===== config.mk =====
export PLATFORM = sky130hd
export DESIGN_NAME = shared_adder_sched
export DESIGN_NICKNAME = d
export VERILOG_FILES = /design/src/rtl/shared_adder_sched_pkg.sv /design/src/rtl/shared_adder_sched_adder.sv /design/src/rtl/shared_adder_sched_rr_pick.sv /design/src/rtl/shared_adder_sched.sv
export SDC_FILE = /design/constraint.sdc
export NUM_CORES = 1
export LEC_CHECK = 0
export BUFFER_PORTS_ARGS = -buffer_cell sky130_fd_sc_hd__buf_2
export CAP_MARGIN = 40
export CORE_MARGIN = 3
export CORE_UTILIZATION = 54
export CTS_BUF_LIST = sky130_fd_sc_hd__clkbuf_4 sky130_fd_sc_hd__clkbuf_8
export DETAILED_ROUTE_END_ITERATION = 8
export PLACE_DENSITY = 0.89
export SLEW_MARGIN = 20
export SYNTH_ARGS = -nofsm -noshare
export SYNTH_HDL_FRONTEND = slang
export SYNTH_SLANG_ARGS = --single-unit

===== constraint.sdc =====
create_clock -name clk -period 6.6 [get_ports clk]
set_clock_uncertainty 0.2 [all_clocks]
set_input_delay 0 -clock clk [delete_from_list [all_inputs] [get_ports clk]]
set_output_delay 0 -clock clk [all_outputs]
set_load 0.02 [all_outputs]

===== src/rtl/shared_adder_sched_pkg.sv =====
// Shared types and constants for the time-multiplexed snake datapath adder.
package shared_adder_sched_pkg;

  localparam int unsigned DATA_W    = 10;
  localparam int unsigned N_REQ     = 3;
  localparam int unsigned OWN_W     = 2;

  localparam int unsigned REQ_HEADX = 0;
  localparam int unsigned REQ_HEADY = 1;
  localparam int unsigned REQ_SCORE = 2;

  typedef enum logic [1:0] {
    ST_IDLE = 2'd0,
    ST_EXEC = 2'd1,
    ST_DONE = 2'd2
  } state_e;

endpackage


===== src/rtl/shared_adder_sched_adder.sv =====
// The single 10-bit ripple-carry adder; carry-in tied low, carry-out dropped.
module shared_adder_sched_adder
  import shared_adder_sched_pkg::*;
(
  input  logic [DATA_W-1:0] a_i,
  input  logic [DATA_W-1:0] b_i,
  output logic [DATA_W-1:0] sum_o
);

  logic [DATA_W-1:0] carry;

  assign carry[0] = 1'b0;

  for (genvar i = 0; i < DATA_W - 1; i++) begin : g_carry
    assign carry[i+1] = (a_i[i] & b_i[i]) | (carry[i] & (a_i[i] ^ b_i[i]));
  end

  assign sum_o = a_i ^ b_i ^ carry;

endmodule


===== src/rtl/shared_adder_sched_rr_pick.sv =====
// Combinational arbiter: round-robin after last_i with SHARED_ADDER_RR_EN,
// otherwise fixed priority with requester 0 highest.
module shared_adder_sched_rr_pick
  import shared_adder_sched_pkg::*;
(
  input  logic [N_REQ-1:0] req_i,
`ifdef SHARED_ADDER_RR_EN
  input  logic [OWN_W-1:0] last_i,
`endif
  output logic [N_REQ-1:0] win_c_o,
  output logic [OWN_W-1:0] idx_c_o
);

  int unsigned cand;
  logic        found;

  always_comb begin
    win_c_o = '0;
    idx_c_o = '0;
    cand    = 0;
    found   = 1'b0;
`ifdef SHARED_ADDER_RR_EN
    // Search order starts just past the last owner and wraps.
    for (int unsigned k = 1; k <= N_REQ; k++) begin
      cand = (32'(last_i) + k) % N_REQ;
      if (!found && req_i[OWN_W'(cand)]) begin
        found                  = 1'b1;
        win_c_o[OWN_W'(cand)]  = 1'b1;
        idx_c_o                = OWN_W'(cand);
      end
    end
`else
    for (int unsigned k = 0; k < N_REQ; k++) begin
      cand = k;
      if (!found && req_i[OWN_W'(cand)]) begin
        found                  = 1'b1;
        win_c_o[OWN_W'(cand)]  = 1'b1;
        idx_c_o                = OWN_W'(cand);
      end
    end
`endif
  end

endmodule


===== src/rtl/shared_adder_sched.sv =====
// Shares one ripple adder between head-X, head-Y and score requesters.
// Arbitration is round-robin when SHARED_ADDER_RR_EN is defined, else fixed priority.
module shared_adder_sched
  import shared_adder_sched_pkg::*;
(
  input  logic                      clk,
  input  logic                      resetn,
  input  logic [N_REQ-1:0]          req_i,
  input  logic [DATA_W*N_REQ-1:0]   a_i,
  input  logic [DATA_W*N_REQ-1:0]   b_i,
  output logic [N_REQ-1:0]          gnt_o,
  output logic [N_REQ-1:0]          done_o,
  output logic [DATA_W-1:0]         res_o,
  output logic                      busy_o
);

  state_e            state_q;
  logic [DATA_W-1:0] a_q;
  logic [DATA_W-1:0] b_q;
  logic [DATA_W-1:0] res_q;
  logic [OWN_W-1:0]  owner_q;
  logic [N_REQ-1:0]  gnt_q;
  logic [N_REQ-1:0]  done_q;
  logic              busy_q;
`ifdef SHARED_ADDER_RR_EN
  logic [OWN_W-1:0]  last_owner_q;
`endif

  logic [N_REQ-1:0]  win;
  logic [OWN_W-1:0]  win_idx;
  logic [DATA_W-1:0] a_sel;
  logic [DATA_W-1:0] b_sel;
  logic [DATA_W-1:0] sum;

  shared_adder_sched_rr_pick u_rr_pick (
    .req_i   (req_i),
`ifdef SHARED_ADDER_RR_EN
    .last_i  (last_owner_q),
`endif
    .win_c_o (win),
    .idx_c_o (win_idx)
  );

  shared_adder_sched_adder u_adder (
    .a_i   (a_q),
    .b_i   (b_q),
    .sum_o (sum)
  );

  // Winner's operand slice, captured only on the grant edge.
  always_comb begin
    a_sel = '0;
    b_sel = '0;
    for (int unsigned k = 0; k < N_REQ; k++) begin
      if (win_idx == OWN_W'(k)) begin
        a_sel = a_i[k*DATA_W +: DATA_W];
        b_sel = b_i[k*DATA_W +: DATA_W];
      end
    end
  end

  always_ff @(posedge clk) begin
    if (!resetn) begin
      state_q      <= ST_IDLE;
      a_q          <= '0;
      b_q          <= '0;
      res_q        <= '0;
      owner_q      <= '0;
      gnt_q        <= '0;
      done_q       <= '0;
      busy_q       <= 1'b0;
`ifdef SHARED_ADDER_RR_EN
      last_owner_q <= OWN_W'(N_REQ - 1);
`endif
    end else begin
      gnt_q  <= '0;
      done_q <= '0;
      case (state_q)
        ST_IDLE: begin
          if (|req_i) begin
            gnt_q        <= win;
            a_q          <= a_sel;
            b_q          <= b_sel;
            owner_q      <= win_idx;
`ifdef SHARED_ADDER_RR_EN
            last_owner_q <= win_idx;
`endif
            busy_q       <= 1'b1;
            state_q      <= ST_EXEC;
          end
        end
        ST_EXEC: begin
          res_q   <= sum;
          done_q  <= N_REQ'(1) << owner_q;
          state_q <= ST_DONE;
        end
        ST_DONE: begin
          // Clearing here keeps res_o at zero everywhere outside DONE.
          res_q   <= '0;
          busy_q  <= 1'b0;
          state_q <= ST_IDLE;
        end
        default: begin
          res_q   <= '0;
          busy_q  <= 1'b0;
          state_q <= ST_IDLE;
        end
      endcase
    end
  end

  assign gnt_o  = gnt_q;
  assign done_o = done_q;
  assign res_o  = res_q;
  assign busy_o = busy_q;

endmodule

==> results.py, run 1 <==
metrics = {
    "synth": {
        "synth.distinct_cells": 31,
        "synth_area_per_cell_um2": 9.15,
        "synth_area_mm2": 0.00209,
        "postSynthCellCount": 228,
        "ys_ff_latch": 41,
        "syn_nets": 302,
        "ys_seq_area_frac": 0.393,
        "ys_warn_count": 0,
    },
    "critical_path": {
        "crit_arrival_ns": 4.03,
        "worstSetupPathType": "reg -> reg",
        "worst_setup_path_start_kind": "register",
        "end_kind": "register",
        "path_max_fanout": 2,
        "critical_path_required_ns": 6.60,
        "ff2ff_setup_slack_ns": 2.56,
    },
    "clocking": {
        "cts_made_buffers": 5,
        "ctsResizeCount": 0,
        "htreeDepth": 2,
        "clkLatencyLatePin_ns": 0.30,
        "cts_setup_buffers": 0,
        "ctsLongestPathBuffers": 2,
        "cts_tree": "done",
        "cts_root_buf": "clkbuf_8",
        "path_clk_slew_ns": 0.08,
        "clkSinkCount": 41,
    },
    "place": {
        "io_buffers": 81,
        "gp_congestion": 0.776,
        "place_area_mm2": 0.00246,
        "hpwl_um": 3590,
        "dp.cells": 340,
    },
    "floorplanning": {
        "die_area_mm2": 0.00465,
        "coreArea_mm2": 0.00352,
        "start_util": 0.593,
        "rows": 21,
        "dieHeight_um": 68.2,
        "die_x_um": 68.2,
        "boundaryPins": 82,
    },
    "final_layout": {
        "syn_to_final_growth_pct": 40.6,
        "drive_gt1_frac": 0.288,
        "nNetsFinal": 410,
        "stdcell_count": 383,
        "diodes": 0,
        "final_area_mm2": 0.00293,
    },
    "pwr": {
        "p_leak_nw": 1.32,
        "p_per_area_mw_per_mm2": 221,
        "ir_drop_uv": 183,
    },
    "timing": {
        "post-route-min-period_ns": 4.04,
        "rsz0062_at_grt": "no",
        "tightest_slew_ns": 0.688,
        "setup_viol": 0,
        "fmax_ghz": 0.248,
        "finalCritPeriodShare": 0.612,
        "tns_ns": 0,
        "hold_viol_final": 0,
        "slew_headroom": 0.542,
        "slew_viol_final": 0,
    },
    "global_routing": {
        "grt_pass1_vias": 2044,
        "grt_max_degree": 45,
        "grt_pass1_wl_um": 9050,
        "track_usage": 0.268,
        "grt_overflow": 0,
        "antenna_found_initial": 0,
    },
    "routing": {
        "firstDrtPassIters": 5,
        "drt-wirelength-per-cell_um": 15.9,
        "drt_wl_total_um": 6080,
        "first_iter_violations": 141,
        "vias": 2095,
        "ant_nets": 0,
        "post_drt_via_cell_ratio": 5.47,
        "drc": 0,
    },
    "min_path": {
        "min_path_type": "in -> reg",
    },
    "outcome": {
        "status": "complete, no violations",
    },
    "run": {
        "maxCapViolCount": 0,
    },
}
critical path, stage by stage (launching register included):
cell and delay [ns]:
dfxtp_1 0.35, ha_1 0.16, inv_1 0.05, fa_1 0.39, fa_1 0.39, fa_1 0.38
fa_1 0.39, fa_1 0.39, fa_1 0.36, inv_1 0.08, fa_1 0.17, fa_1 0.41
a22o_1 0.21
cell usage after synthesis (all sizes together):
cell	count	area (um2)
o21bai	2	15.0
o21ba	1	10.0
and2	1	6.26
a21oi	20	100
xnor2	1	8.76
o31ai	1	12.5
nand2b	20	128
nor3b	1	18.8
dfxtp	41	821
and3b	1	8.76
nor2	20	75.1
a22o	3	26.3
fa	8	160
or3b	20	175
inv	26	97.6
nor3	4	20.0
nand2	10	37.5
clkbuf	6	23.8
and4bb	1	12.5
or2b	1	7.51
nor2b	1	6.26
ha	1	12.5
xor2	1	8.76
o21ai	7	35.0
o32ai	20	190
buf	10	70.1
cell type report:
| cell class | instances | area, um2 |
|---|---|---|
| clock inverter | 1 | 30.0 |
| clock buffer | 7 | 90.1 |
| tap | 46 | 57.6 |
| sequential | 41 | 821 |
| multi-input combinational | 145 | 1070 |
| fill | 212 | 587 |
| inverter | 26 | 97.6 |
| timing repair buffer | 117 | 763 |
path summary, 6_finish.rpt:
kind	startpoint	endpoint	cells past startpoint
setup / recovery	a_q[0]$_SDFFE_PN0P_	res_o[8]$_SDFFE_PN0N_	12
hold / removal	a_i[11]	a_q[1]$_SDFFE_PN0P_	4
setup reg to reg	a_q[0]$_SDFFE_PN0P_	res_o[8]$_SDFFE_PN0N_	12
hold reg to reg	owner_q[1]$_SDFFE_PN0P_	done_o[1]$_SDFF_PP0_	1
flip-flops by register name, indices dropped and copies added (netlist names):
name,count
done_o,3
busy_o,1
b_q,10
a_q,10
owner_q,2
gnt_o,3
res_o,10
state_q,2
what timing repair did:
item | CTS | global route
endpoints found under the setup margin | 0 | 0
hold buffers | 35 | 0
endpoints found under the hold margin | 22 | 0
metal layers:
layer	track usage	vias up	routed length [um]
met3	0.0542	25	356
met4	0.171	0	256
met5	0	-	0
met1	0.282	990	2210
li1	-	993	-
met2	0.480	87	3260
metrics by stage:
step | util | setup WS [ns] | total power, mW | hold slack (ns)
global route | 0.833 | 2.42 | 0.677 | 0.0199
global placement | 0.700 | 2.69 | 0.408 | 0.110
floorplan | - | 2.74 | 0.372 | -0.00875
finish | 0.833 | 2.56 | 0.650 | 0.00506
detailed placement | 0.700 | 2.61 | 0.412 | 0.119
CTS | 0.833 | 2.54 | 0.645 | 0.00851
report_power, final:
group	total (mW)	internal, mW	leakage [nW]	switching (mW)
combinational	0.152	0.0745	0.917	0.0778
sequential	0.283	0.271	0.337	0.0122
clock	0.214	0.127	0.0619	0.0866
total	0.650	0.473	1.32	0.177
cell families (layout without fill, tap and decap cells):
logic type,after synthesis,count (layout),synth area share
XOR/XNOR,2,2,0.00839
AND/OR/NAND/NOR,80,80,0.237
buffers and inverters,42,151,0.0917
AO/OA/AOI/OAI,54,54,0.186
flip-flops,41,41,0.393
adder cells (fa/ha/maj),9,9,0.0827
cell usage in the layout (no fill, tap or decap), types with 2 or more instances in the layout:
master and instances:
fa_1 8, o32ai_1 18, nand2b_1 19, nor3_1 4, nand2_1 10, buf_2 81
inv_1 26, dlygate4sd3_1 35, o32ai_2 2, a22o_1 3, o21ai_0 7, clkbuf_8 6
dfxtp_1 41, nor2_1 20, o21bai_1 2, or3b_1 20, a21oi_1 20
Power figures use the tool's default switching activity.
==> run 2, diff against run 1 <==
--- a/config.mk
+++ b/config.mk
@@ -8,10 +8,10 @@
 export BUFFER_PORTS_ARGS = -buffer_cell sky130_fd_sc_hd__buf_2
 export CAP_MARGIN = 40
 export CORE_MARGIN = 3
-export CORE_UTILIZATION = 54
+export CORE_UTILIZATION = 50
 export CTS_BUF_LIST = sky130_fd_sc_hd__clkbuf_4 sky130_fd_sc_hd__clkbuf_8
 export DETAILED_ROUTE_END_ITERATION = 8
-export PLACE_DENSITY = 0.89
+export PLACE_DENSITY = 0.84
 export SLEW_MARGIN = 20
 export SYNTH_ARGS = -nofsm -noshare
 export SYNTH_HDL_FRONTEND = slang
==> constraint.sdc (replaced) <==
create_clock -name clk -period 4.2 [get_ports clk]
set_clock_uncertainty 0.2 [all_clocks]
set_input_delay 0 -clock clk [delete_from_list [all_inputs] [get_ports clk]]
set_output_delay 0 -clock clk [all_outputs]
set_load 0.02 [all_outputs]
==> run 2 against run 1 <==
- the run now ends with negative hold slack left
- worst setup slack got worse by 2.4 ns
- critical path depth unchanged
- first-iteration DRC count decreased by 20%
- sequential share of layout area increased by 0.52 points
==> results.py, run 2 (synthesized netlist as in run 1, its figures left out) <==
metrics = {
    "pwr": {
        "seqPwrFrac": 0.451,
        "swShare": 0.280,
        "ir_drop_uv": 194,
        "p_sw_mw": 0.277,
        "pwr-share-comb": 0.235,
        "p_total_mw": 0.988,
        "p_per_area_mw_per_mm2": 343,
        "p_leak_nw": 1.28,
        "pwr-share-clk": 0.314,
        "p_int_mw": 0.711,
    },
    "place": {
        "hpwl_um": 3740,
        "place_area_mm2": 0.00247,
        "dp_slack_ns": 0.145,
        "gp_congestion": 0.867,
        "io_buffers": 81,
    },
    "final_layout": {
        "final_area_mm2": 0.00288,
        "syn_to_final_growth_pct": 38.0,
        "mostFrequentLayoutCell": "buf_2",
        "nNetsFinal": 406,
        "final_cell_mix": "buf_2 (81), dfxtp_1 (41), dlygate4sd3_1 (31)",
        "diodes": 0,
        "drive_gt1_frac": 0.289,
    },
    "outcome": {
        "violations": "negative hold slack",
        "status": "finished with violations",
    },
    "clocking": {
        "cts_tree": "done",
        "ctsResizeCount": 0,
        "holdBufCountCts": 31,
        "cts_made_buffers": 5,
        "ctsLongestPathBuffers": 2,
        "cts_root_buf": "clkbuf_8",
        "clkLatencyLatePin_ns": 0.30,
        "clkSinkCount": 41,
        "htreeDepth": 2,
        "cts_setup_buffers": 0,
        "path_clk_slew_ns": 0.08,
    },
    "global_routing": {
        "antenna_found_initial": 0,
        "grt_pass1_vias": 2038,
        "grt_pass1_wl_um": 9490,
        "use_met3": 0.0781,
        "busiest_layer": "met2",
        "grt.met1_usage": 0.300,
        "grt_use_met2": 0.391,
        "track_usage": 0.243,
        "grt_overflow": 0,
        "grt_max_degree": 45,
    },
    "min_path": {
        "holdPathEnd": "a_q[5]$_SDFFE_PN0P_",
        "whs_path_depth": 4,
        "min_path_type": "in -> reg",
        "min_from": "a_i[15]",
    },
    "floorplanning": {
        "rows": 22,
        "die_area_mm2": 0.00499,
        "die_x_um": 70.6,
        "dieHeight_um": 70.6,
        "boundaryPins": 82,
        "start_util": 0.545,
        "coreArea_mm2": 0.00383,
    },
    "timing": {
        "finalCritPeriodShare": 0.964,
        "hold_viol_final": 2,
        "whs_ns": -0.00212,
        "post-route-min-period_ns": 4.05,
        "slew_headroom": 0.561,
        "setup_viol": 0,
        "tightest_slew_ns": 0.659,
        "rsz0062_at_grt": "no",
        "tns_ns": 0,
        "fmax_ghz": 0.247,
        "fin_ws_ns": 0.150,
        "slew_viol_final": 0,
    },
    "routing": {
        "drt_wl_total_um": 5860,
        "post_drt_via_cell_ratio": 5.24,
        "drc": 0,
        "ant_nets": 0,
        "first_iter_violations": 113,
        "vias": 1991,
        "drt-wirelength-per-cell_um": 15.4,
        "firstDrtPassIters": 4,
    },
    "critical_path": {
        "r2r_end": "res_o[8]$_SDFFE_PN0N_",
        "worstReg2RegStart": "a_q[0]$_SDFFE_PN0P_",
        "critical_path_required_ns": 4.20,
        "crit_arrival_ns": 4.05,
        "ff2ff_setup_slack_ns": 0.15,
        "worstSetupPathType": "reg -> reg",
        "end_kind": "register",
        "worst_setup_path_start_kind": "register",
        "ff2ff_path_depth": 12,
        "path_max_fanout": 2,
    },
    "run": {
        "maxCapViolCount": 0,
    },
}
-- run 2: changes by cell type in the layout (fill, tap and decap cells not counted) --
cell,before,now
dlygate4sd3_1,35,31
clkbuf_4,1,0
clkinv_2,0,1
clkbuf_8,6,5
-- run 2: stage by stage --
stage	util	instances
6_report	0.753	380
3_3_place_gp	0.645	342
4_1_cts	0.753	380
5_1_grt	0.753	380
3_5_place_dp	0.645	342
2_1_floorplan	-	228
-- run 2: worst max-delay path by stage --
stage	from	end	slack (ns)	cells after the start
CTS	a_q[0]$_SDFFE_PN0P_	res_o[8]$_SDFFE_PN0N_	0.14	12
finish	a_q[0]$_SDFFE_PN0P_	res_o[8]$_SDFFE_PN0N_	0.15	12
detailed placement	b_q[0]$_SDFFE_PN0P_	res_o[8]$_SDFFE_PN0N_	0.14	12
floorplan	a_q[0]$_SDFFE_PN0P_	res_o[8]$_SDFFE_PN0N_	0.34	12
global placement	a_q[0]$_SDFFE_PN0P_	res_o[8]$_SDFFE_PN0N_	0.29	12
global route	a_q[0]$_SDFFE_PN0P_	res_o[8]$_SDFFE_PN0N_	0.03	12
-- run 2: layer usage --
layer	part of all wire	wire (um)
met5	0	0
met4	0.035	208
met3	0.076	447
met2	0.48	2820
met1	0.41	2380
-- run 2: power groups by stage --
| stage | combinational (mW) | sequential [mW] | clock (mW) |
|---|---|---|---|
| 2_1_floorplan | 0.119 | 0.466 | 0 |
| 3_3_place_gp | 0.191 | 0.452 | 0 |
| 3_5_place_dp | 0.198 | 0.454 | 0 |
| 4_1_cts | 0.228 | 0.445 | 0.305 |
| 5_1_grt | 0.258 | 0.449 | 0.321 |
| 6_report | 0.232 | 0.445 | 0.310 |
-- run 2: critical path: stages, from the launching register on --
cell and delay, ns:
dfxtp_1 0.34, ha_1 0.14, inv_1 0.05, fa_1 0.40, fa_1 0.40, fa_1 0.39, fa_1 0.39, fa_1 0.39
fa_1 0.38, inv_1 0.08, fa_1 0.18, fa_1 0.40, a22o_1 0.20
-- run 2: final cells by class --
class / instances / area (um2)
flip-flops and latches: 41 / 821
well taps: 48 / 60.1
multi-input cells: 145 / 1070
repair buffers: 113 / 723
fillers: 267 / 946
clock buffers: 5 / 68.8
inverters: 26 / 97.6
clock inverters: 2 / 35.0
==> run 3, diff against run 2 <==
--- a/config.mk
+++ b/config.mk
@@ -6,12 +6,13 @@
 export NUM_CORES = 1
 export LEC_CHECK = 0
 export BUFFER_PORTS_ARGS = -buffer_cell sky130_fd_sc_hd__buf_2
-export CAP_MARGIN = 40
+export CELL_PAD_IN_SITES_DETAIL_PLACEMENT = 1
+export CELL_PAD_IN_SITES_GLOBAL_PLACEMENT = 2
 export CORE_MARGIN = 3
-export CORE_UTILIZATION = 50
+export CORE_UTILIZATION = 29
 export CTS_BUF_LIST = sky130_fd_sc_hd__clkbuf_4 sky130_fd_sc_hd__clkbuf_8
 export DETAILED_ROUTE_END_ITERATION = 8
-export PLACE_DENSITY = 0.84
+export PLACE_DENSITY = 0.85
 export SLEW_MARGIN = 20
 export SYNTH_ARGS = -nofsm -noshare
 export SYNTH_HDL_FRONTEND = slang
==> run 3 against run 2 <==
- the run now ends clean
- total power shrank 4.1%
- via count shrank 1.6%
- register-to-register slack gained 0.06 ns
- clock power shrank 13%
- fmax grew 1.6%
- combinational power is essentially flat
==> results.py, run 3 (synthesized netlist as in run 1, its figures left out) <==
metrics = {
    "critical_path": {
        "cp-startpoint": "a_q[0]$_SDFFE_PN0P_",
        "worstReg2RegStart": "a_q[0]$_SDFFE_PN0P_",
        "end_kind": "register",
        "path_max_fanout": 2,
        "ff2ff_path_depth": 12,
        "slowest_delay_ns": 0.40,
        "crit_arrival_ns": 3.98,
        "path_common_cell": "fa_1",
        "ff2ff_setup_slack_ns": 0.21,
        "crit_path_cell_trace": "ha_1 -> inv_1 -> fa_1 -> fa_1 -> fa_1 -> fa_1 -> fa_1 -> fa_1 -> inv_1 -> fa_1 -> fa_1 -> a22o_1",
        "r2r_end": "res_o[8]$_SDFFE_PN0N_",
        "worstSetupPathType": "reg -> reg",
        "crit_slowest_cell": "fa_1",
        "worst_setup_path_start_kind": "register",
        "endpoint": "res_o[8]$_SDFFE_PN0N_",
        "critical_path_required_ns": 4.20,
    },
    "pwr": {
        "p_int_mw": 0.674,
        "p_sw_mw": 0.273,
        "p_per_area_mw_per_mm2": 326,
        "pwr-share-comb": 0.244,
        "swShare": 0.288,
        "pwr-share-clk": 0.286,
        "seqPwrFrac": 0.470,
        "ir_drop_uv": 134,
        "p_leak_nw": 1.27,
        "p_total_mw": 0.947,
    },
    "clocking": {
        "htreeDepth": 2,
        "path_clk_slew_ns": 0.08,
        "clkLatencyLatePin_ns": 0.30,
        "cts_tree": "done",
        "ctsLongestPathBuffers": 2,
        "cts_root_buf": "clkbuf_8",
        "clkSinkCount": 41,
        "cts_made_buffers": 5,
        "ctsResizeCount": 0,
    },
    "final_layout": {
        "diodes": 0,
        "nNetsFinal": 404,
        "final_area_mm2": 0.00291,
        "drive_gt1_frac": 0.291,
        "final_util": 0.423,
        "syn_to_final_growth_pct": 39.3,
        "fillers": 855,
        "final_cell_mix": "buf_2 (81), dfxtp_1 (41), dlygate4sd3_1 (29)",
        "mostFrequentLayoutCell": "buf_2",
    },
    "routing": {
        "firstDrtPassIters": 4,
        "vias": 1960,
        "drt-wirelength-per-cell_um": 14.8,
        "wl_met2_um": 3200,
        "wl_met3_um": 291,
        "ant_nets": 0,
        "drc": 0,
        "met1_length_um": 2730,
        "highest_layer": "met4",
        "drt_wl_total_um": 6290,
        "post_drt_via_cell_ratio": 4.60,
        "first_iter_violations": 55,
    },
    "place": {
        "place_area_mm2": 0.00253,
        "io_buffers": 81,
        "hpwl_um": 4490,
        "gp_congestion": 0.736,
    },
    "run": {
        "maxCapViolCount": 0,
    },
    "floorplanning": {
        "die_area_mm2": 0.00825,
        "boundaryPins": 82,
        "coreArea_mm2": 0.00687,
        "rows": 30,
        "dieHeight_um": 90.8,
        "die_x_um": 90.8,
        "start_util": 0.304,
    },
    "global_routing": {
        "grt_max_degree": 45,
        "grt_pass1_vias": 2068,
        "track_usage": 0.156,
        "antenna_found_initial": 0,
        "grt_pass1_wl_um": 10200,
        "grt_overflow": 0,
    },
    "timing": {
        "post-route-min-period_ns": 3.99,
        "slew_viol_final": 0,
        "whs_ns": 0.00124,
        "finalCritPeriodShare": 0.949,
        "tns_ns": 0,
        "tightest_slew_ns": 0.692,
        "hold_viol_final": 0,
        "fmax_ghz": 0.251,
        "rsz0062_at_grt": "no",
        "setup_viol": 0,
        "slew_headroom": 0.538,
    },
    "min_path": {
        "min_from": "b_i[16]",
        "min_path_type": "in -> reg",
    },
    "outcome": {
        "status": "complete, no violations",
    },
}
[run 3: metal layers]
metal / track usage / up-vias
met5: 0 / -
met4: 0.0415 / 0
met3: 0.0325 / 7
met2: 0.274 / 46
met1: 0.192 / 929
li1: - / 978
[run 3: worst min-delay path by stage]
stage | end | slack [ns] | depth (start not counted)
after global placement | a_q[4]$_SDFFE_PN0P_ | 0.11 | 3
final | b_q[6]$_SDFFE_PN0P_ | 0.001 | 4
after floorplan | b_q[0]$_SDFFE_PN0P_ | -0.009 | 2
after detailed placement | a_q[7]$_SDFFE_PN0P_ | 0.12 | 3
after CTS | b_q[5]$_SDFFE_PN0P_ | 0.001 | 4
after global routing | b_q[5]$_SDFFE_PN0P_ | 0.01 | 4
[run 3: cell type report]
| type | count | area (um2) | area share |
|---|---|---|---|
| Clock buffer | 7 | 90.1 | 0.0310 |
| Inverter | 26 | 97.6 | 0.0336 |
| Multi-Input combinational cell | 145 | 1070 | 0.370 |
| Sequential cell | 41 | 821 | 0.282 |
| Tap cell | 96 | 120 | 0.0413 |
| Timing Repair Buffer | 111 | 703 | 0.242 |
[run 3: what timing repair did]
action	CTS	global route
hold buffers	29	0
buffers inserted	0	0
hold endpoints to repair	21	0
[run 3: critical path, delay by kind of cell, from the launching register on]
kind                     cells  cell delay, ns
buffers and inverters        2            0.12
AO/OA/AOI/OAI                1            0.20
flip-flops                   1            0.34
adder cells (fa/ha/maj)      9            3.02
[run 3: power groups by stage]
stage / clock network (mW) / registers, mW / logic, mW
final: 0.271 / 0.446 / 0.231
after global routing: 0.291 / 0.450 / 0.259
after CTS: 0.274 / 0.446 / 0.232
after detailed placement: 0 / 0.455 / 0.205
after global placement: 0 / 0.454 / 0.200
after floorplan: 0 / 0.466 / 0.119
[run 3: metrics by stage]
stage	cells	setup WS, ns
floorplan	228	0.339
global placement	390	0.274
detailed placement	390	0.191
CTS	426	0.188
global route	426	0.0635
finish	426	0.214
